[config.mk]
export PLATFORM = sky130hd
export DESIGN_NAME = key_display_sched
export DESIGN_NICKNAME = d
export VERILOG_FILES = /design/src/rtl/key_display_pkg.sv /design/src/rtl/key_fifo.sv /design/src/rtl/key_display_sched.sv
export SDC_FILE = /design/constraint.sdc
export NUM_CORES = 1
export LEC_CHECK = 0
export ABC_AREA = 1
export BUFFER_PORTS_ARGS = -buffer_cell sky130_fd_sc_hd__clkbuf_2
export CAP_MARGIN = 10
export CORE_AREA = 2 2 100 102
export DETAILED_ROUTE_END_ITERATION = 8
export DIE_AREA = 0 0 102 104
export HOLD_SLACK_MARGIN = 0.02
export PLACE_DENSITY_LB_ADDON = 0.15
export SYNTH_ARGS = -nofsm -noshare
export SYNTH_HDL_FRONTEND = slang
export SYNTH_SLANG_ARGS = --single-unit
export TNS_END_PERCENT = 5
[constraint.sdc]
create_clock -name clk -period 2.4 [get_ports clk]
set_input_delay 0.12 -clock clk [delete_from_list [all_inputs] [get_ports clk]]
set_output_delay 0.12 -clock clk [all_outputs]
set_load 0.02 [all_outputs]
[src/rtl/key_display_pkg.sv]
// key_display_pkg: shared types and constants for the key display scheduler.
//   sched_state_t  : scheduler FSM states (IDLE, SHOW)
//   PS2_BREAK_CODE : PS/2 break prefix byte (0xF0)
//   PS2_EXT_CODE   : PS/2 extended prefix byte (0xE0), queued like any other byte
package key_display_pkg;

    typedef enum logic {
        IDLE = 1'b0,
        SHOW = 1'b1
    } sched_state_t;

    localparam logic [7:0] PS2_BREAK_CODE = 8'hF0;
    localparam logic [7:0] PS2_EXT_CODE   = 8'hE0;

endpackage

[src/rtl/key_fifo.sv]
// key_fifo: small synchronous FIFO for scan-code bytes.
//   clk, reset : clock, asynchronous active-high reset (clears pointers/count)
//   push, din  : write request and data; accepted when not full, or when full
//                and a pop happens in the same cycle (the pop frees the slot)
//   pop, dout  : read request; dout is the current head (valid when !empty)
//   count      : entries currently stored
//   full/empty : occupancy flags
module key_fifo #(
    parameter int DEPTH = 4,
    parameter int W     = 8
) (
    input  logic                         clk,
    input  logic                         reset,
    input  logic                         push,
    input  logic                         pop,
    input  logic [W-1:0]                 din,
    output logic [W-1:0]                 dout,
    output logic [$clog2(DEPTH+1)-1:0]   count,
    output logic                         full,
    output logic                         empty
);
    localparam int AW = $clog2(DEPTH);
    localparam int CW = $clog2(DEPTH+1);

    logic [W-1:0]  mem [DEPTH];
    logic [AW-1:0] wr_ptr;
    logic [AW-1:0] rd_ptr;
    logic          do_push;
    logic          do_pop;

    assign full    = (count == CW'(DEPTH));
    assign empty   = (count == '0);
    assign do_pop  = pop && !empty;
    assign do_push = push && (!full || do_pop);
    assign dout    = mem[rd_ptr];

    // Storage carries no reset; only pointers and count define validity.
    always_ff @(posedge clk) begin
        if (do_push)
            mem[wr_ptr] <= din;
    end

    // DEPTH is a power of two, so pointers wrap by natural overflow.
    always_ff @(posedge clk or posedge reset) begin
        if (reset) begin
            wr_ptr <= '0;
            rd_ptr <= '0;
            count  <= '0;
        end else begin
            if (do_push)
                wr_ptr <= wr_ptr + AW'(1);
            if (do_pop)
                rd_ptr <= rd_ptr + AW'(1);
            case ({do_push, do_pop})
                2'b10:   count <= count + CW'(1);
                2'b01:   count <= count - CW'(1);
                default: count <= count;
            endcase
        end
    end

endmodule

[src/rtl/key_display_sched.sv]
// key_display_sched: queues PS/2 scan-code bytes and presents each one to the
// display path for a minimum dwell time.
//   clk, reset   : clock, asynchronous active-high reset
//   key_ready    : one-cycle pulse, key valid in the same cycle
//   key          : received scan-code byte
//   clr_overflow : synchronous clear of the sticky overflow flag
//   disp_value   : byte shown on the display (held after the dwell ends)
//   disp_strobe  : one-cycle pulse whenever disp_value is loaded
//   busy         : high while a dwell period runs
//   fifo_count   : entries queued
//   overflow     : sticky, a byte was dropped because the FIFO was full
// Build option: define KEY_DISPLAY_SCHED_BREAK_FILTER_EN to drop PS/2 break
// sequences (0xF0 and the byte following it) so only make codes are shown.
module key_display_sched
    import key_display_pkg::*;
#(
    parameter int DEPTH        = 4,
    parameter int DWELL_CYCLES = 50000000,
    parameter int DWELL_W      = 26
) (
    input  logic                         clk,
    input  logic                         reset,
    input  logic                         key_ready,
    input  logic [7:0]                   key,
    input  logic                         clr_overflow,
    output logic [7:0]                   disp_value,
    output logic                         disp_strobe,
    output logic                         busy,
    output logic [$clog2(DEPTH+1)-1:0]   fifo_count,
    output logic                         overflow
);
    localparam logic [DWELL_W-1:0] DWELL_LAST = DWELL_W'(DWELL_CYCLES - 1);

    sched_state_t       state;
    logic [DWELL_W-1:0] dwell_cnt;
    logic               accept;
    logic               pop;
    logic               drop;
    logic               fifo_full;
    logic               fifo_empty;
    logic [7:0]         fifo_dout;

`ifdef KEY_DISPLAY_SCHED_BREAK_FILTER_EN
    logic break_pending;

    // 0xF0 and the byte after it are swallowed; 0xE0 passes like a make code.
    assign accept = key_ready && !break_pending && (key != PS2_BREAK_CODE);

    // Every received byte either (re)arms the filter (0xF0) or consumes it,
    // so the next state is simply "this byte was a break prefix".
    always_ff @(posedge clk or posedge reset) begin
        if (reset)
            break_pending <= 1'b0;
        else if (key_ready)
            break_pending <= (key == PS2_BREAK_CODE);
    end
`else
    assign accept = key_ready;
`endif

    // Pop whenever the display can take a new byte: idle, or at the last
    // dwell cycle (back-to-back hand-off with no idle gap).
    assign pop  = !fifo_empty &&
                  ((state == IDLE) || (state == SHOW && dwell_cnt == DWELL_LAST));
    // A same-cycle pop frees the slot, so a push to a full FIFO survives.
    assign drop = accept && fifo_full && !pop;

    key_fifo #(
        .DEPTH (DEPTH),
        .W     (8)
    ) u_fifo (
        .clk   (clk),
        .reset (reset),
        .push  (accept),
        .pop   (pop),
        .din   (key),
        .dout  (fifo_dout),
        .count (fifo_count),
        .full  (fifo_full),
        .empty (fifo_empty)
    );

    always_ff @(posedge clk or posedge reset) begin
        if (reset) begin
            state       <= IDLE;
            dwell_cnt   <= '0;
            disp_value  <= '0;
            disp_strobe <= 1'b0;
            busy        <= 1'b0;
        end else begin
            disp_strobe <= 1'b0;
            case (state)
                IDLE: begin
                    if (!fifo_empty) begin
                        disp_value  <= fifo_dout;
                        disp_strobe <= 1'b1;
                        dwell_cnt   <= '0;
                        busy        <= 1'b1;
                        state       <= SHOW;
                    end
                end
                SHOW: begin
                    if (dwell_cnt == DWELL_LAST) begin
                        dwell_cnt <= '0;
                        if (!fifo_empty) begin
                            disp_value  <= fifo_dout;
                            disp_strobe <= 1'b1;
                        end else begin
                            busy  <= 1'b0;
                            state <= IDLE;
                        end
                    end else begin
                        dwell_cnt <= dwell_cnt + DWELL_W'(1);
                    end
                end
                default: begin
                    busy  <= 1'b0;
                    state <= IDLE;
                end
            endcase
        end
    end

    // Set-dominant: a drop in the clearing cycle keeps the flag raised.
    always_ff @(posedge clk or posedge reset) begin
        if (reset)
            overflow <= 1'b0;
        else if (drop)
            overflow <= 1'b1;
        else if (clr_overflow)
            overflow <= 1'b0;
    end

endmodule

==> qor.yml <==
placed_design:
  dp.cells: 576
  dpl_cell_area_um2: 3990
  gp_congestion: 0.801
  port-buffer-count: 25
  hpwlAfterDp_um: 5130
timing:
  setup_viol: 0
  fmax_ghz: 0.445
  skew_ns: 0.0117
  period_share_pct: 93.7
  whs_ns: 0.0560
  relSlewSlack_pct: 60.8
  tightest_slew_ns: 0.588
  fin_crit_ns: 2.25
  final_max_slew_viol_count: 0
  hold_violations: 0
cts:
  ctsHtreeMaxLevel: 3
  tritoncts: "yes"
  cts_made_buffers: 9
  clk_pin_slew_worst_paths_ns: 0.09
  clock-root-buffer: "clkbuf_8"
  cts_buffer_depth: 2
  numClockSinks: 77
  insertion_delay_ns: 0.34
floorplanning:
  die_h_um: 104
  rows: 36
  start_util_pct: 38.4
  die-area_um2: 10600
  io_pins: 26
  die_w_um: 102
  core_area_um2: 9550
cells_and_area:
  insertedDiodeCount: 0
  fill_cells: 956
  final_util_pct: 45.0
  fin_area_um2: 4300
  drive_above_1_share_pct: 15.0
  nNetsFinal: 487
  finalNonFillerCells: 605
  synthToLayoutAreaGrowth_pct: 17.3
  multiInputGateArea_um2: 1360
  regArea_um2: 2090
outcome:
  status: "complete, no violations"
flow_run:
  maxCapViolCount: 0
routing:
  drtIter0Drc: 113
  via_count: 2726
  viasPerCell: 4.51
  routed_wl_um: 7520
  dr.pass1.iters: 4
  wl_per_cell_um: 12.4
  drc: 0
  antenna_left: 0
synth:
  synth-seq-area-share_pct: 56.9
  syn-mean-instance-area_um2: 8.83
  postSynthCellCount: 415
  syn_nets: 435
  synth_warnings: 0
  yosysUniqueCellTypes: 29
  synthFlopType: "dfrtp_1"
  yosys_register_bits: 77
  async_flop_share_pct: 58.4
  synth_area_um2: 3670
  synth_edf_count: 32
setup_path:
  rrSetupSlack_ns: 0.15
  cp-end-kind: "flop"
  critPathMaxFanout: 3
  endpoint: "u_fifo.count[2]"
  required_ns: 2.67
  timing.critical_path.from: "dwell_cnt[0]"
  critPathLaunchType: "flop"
  reg2reg_depth: 16
  r2r_end: "u_fifo.count[2]"
  rr_startpoint: "dwell_cnt[0]"
  cp.arrival_ns: 2.52
  worstSetupPathType: "reg2reg"
power:
  totalPowerFinal_w: 0.00299
  p_leak_nw: 1.88
  ir_worst_vdd_v: 0.000353
  powerDensity_nw_per_um2: 694
global_route:
  antenna_found_initial: 0
  grt_overflow: 0
  track_usage_pct: 15.3
  grt_pass1_wl_um: 12700
  first_global_vias: 2666
  grt_max_degree: 34
hold_path:
  hold_path_class: "in2reg"
  hold_depth: 3
-- sequential cells by signal (all words and copies together), names as in the netlist --
register       cells
dwell_cnt         26
disp_strobe        1
u_fifo.wr_ptr      2
u_fifo.count       3
state              1
u_fifo.rd_ptr      2
overflow           1
disp_value         8
busy               1
u_fifo.mem        32
-- cells by family (layout without fill, tap and decap cells) --
group                    after synthesis  count (layout)  synth area share (%)
AND/OR/NAND/NOR                      226             226                  25.2
flip-flops                            77              77                  56.9
XOR/XNOR                              13              13                  3.11
adder cells (fa/ha/maj)                8               8                  2.94
AO/OA/AOI/OAI                         36              36                  5.56
buffers and inverters                 55             112                  6.28
-- worst max-delay path: stages (launching register included) --
cell and delay, ns:
dfrtp_1 0.40, ha_2 0.20, nand2_1 0.10, nor2_4 0.11, nand2_1 0.07, nor2_2 0.13, nand2_2 0.10, nand2_2 0.08
nand2_2 0.06, clkinv_2 0.05, ha_1 0.15, inv_2 0.05, fa_2 0.34, nor2_2 0.10, nor2_1 0.04, nand2_1 0.07
xor2_1 0.14
-- per-stage QoR --
step / worst slack [ns] / setup TNS, ns
floorplan: 0.156 / 0
global placement: 0.209 / 0
detailed placement: 0.111 / 0
CTS: 0.0779 / 0
global route: -0.0251 / -0.0390
finish: 0.152 / 0
-- worst min path at each step --
stage                     slack (ns)       from                to
final                           0.06  key_ready          overflow
after detailed placement        0.09      reset       disp_strobe
after global placement          0.08      reset       disp_strobe
after global routing            0.07  key_ready          overflow
after floorplan                 0.22     key[0]  u_fifo.mem[0][0]
after CTS                       0.04  key_ready          overflow
-- routing by layer --
metal | up-vias | track usage (%) | wire length [µm]
met3 | 4 | 2.35 | 160
met1 | 1274 | 19.5 | 3530
met2 | 27 | 26.2 | 3780
met5 | - | 0 | 0
li1 | 1421 | - | -
met4 | 0 | 5.24 | 48
-- timing repair --
action / in CTS / in global routing
endpoints found under the hold margin: 45 / 0
resized for setup: 0 / 4
hold buffers: 10 / 0
buffers inserted: 0 / 3
endpoints found under the setup margin: 0 / 2
-- report_power, final --
part	switching [W]	leakage, nW	internal (W)	total (W)
clock network	0.000521	0.0866	0.000387	0.000907
registers	0.0000666	0.867	0.00154	0.00160
logic	0.000296	0.928	0.000180	0.000476
-- cell usage after synthesis (2+ instances only) --
cell / n / share of area [%]
nand2_1: 106 / 11
nor2_1: 83 / 8.5
dfrtp_1: 45 / 31
inv_1: 44 / 4.5
edfxtp_1: 32 / 26
o21ai_0: 28 / 3.8
nand3_1: 16 / 2.2
xor2_1: 9 / 2.2
ha_1: 7 / 2.4
nand4_1: 7 / 1.2
buf_2: 6 / 0.82
nor3_1: 6 / 0.82
xnor2_1: 4 / 0.96
nand2_2: 3 / 0.51
a21oi_1: 2 / 0.27
buf_6: 2 / 0.61
nor2_2: 2 / 0.34
nor2_4: 2 / 0.61
-- final cells by class --
| type | instances | share of cell area (%) |
|---|---|---|
| repair buffers | 50 | 7.86 |
| multi-input cells | 283 | 31.5 |
| well taps | 133 | 3.87 |
| inverters | 46 | 4.04 |
| clock buffers | 9 | 2.88 |
| flip-flops and latches | 77 | 48.5 |
| clock inverters | 7 | 1.28 |
-- cell usage in the layout, fill, tap and decap left out --
master	count
nand2_2	3
a31oi_1	1
clkinv_2	2
fa_2	1
nor2_1	82
nand2_1	106
clkinvlp_4	2
clkbuf_8	9
buf_4	15
nand3_1	16
and2_1	1
o21bai_1	1
inv_1	42
xnor2_1	4
clkbuf_2	25
ha_1	6
o41ai_1	1
ha_2	1
o22ai_1	1
xor2_1	9
o21ai_0	28
o32ai_1	1
edfxtp_1	32
dlygate4sd3_1	10
dfrtp_1	45
nor2_2	3
inv_2	3
nor3_1	6
nand4_1	7
clkinv_4	1
nor2_4	2
a21oi_4	1
inv_6	3
a21oi_1	2
(Power assumes the default switching activity.)
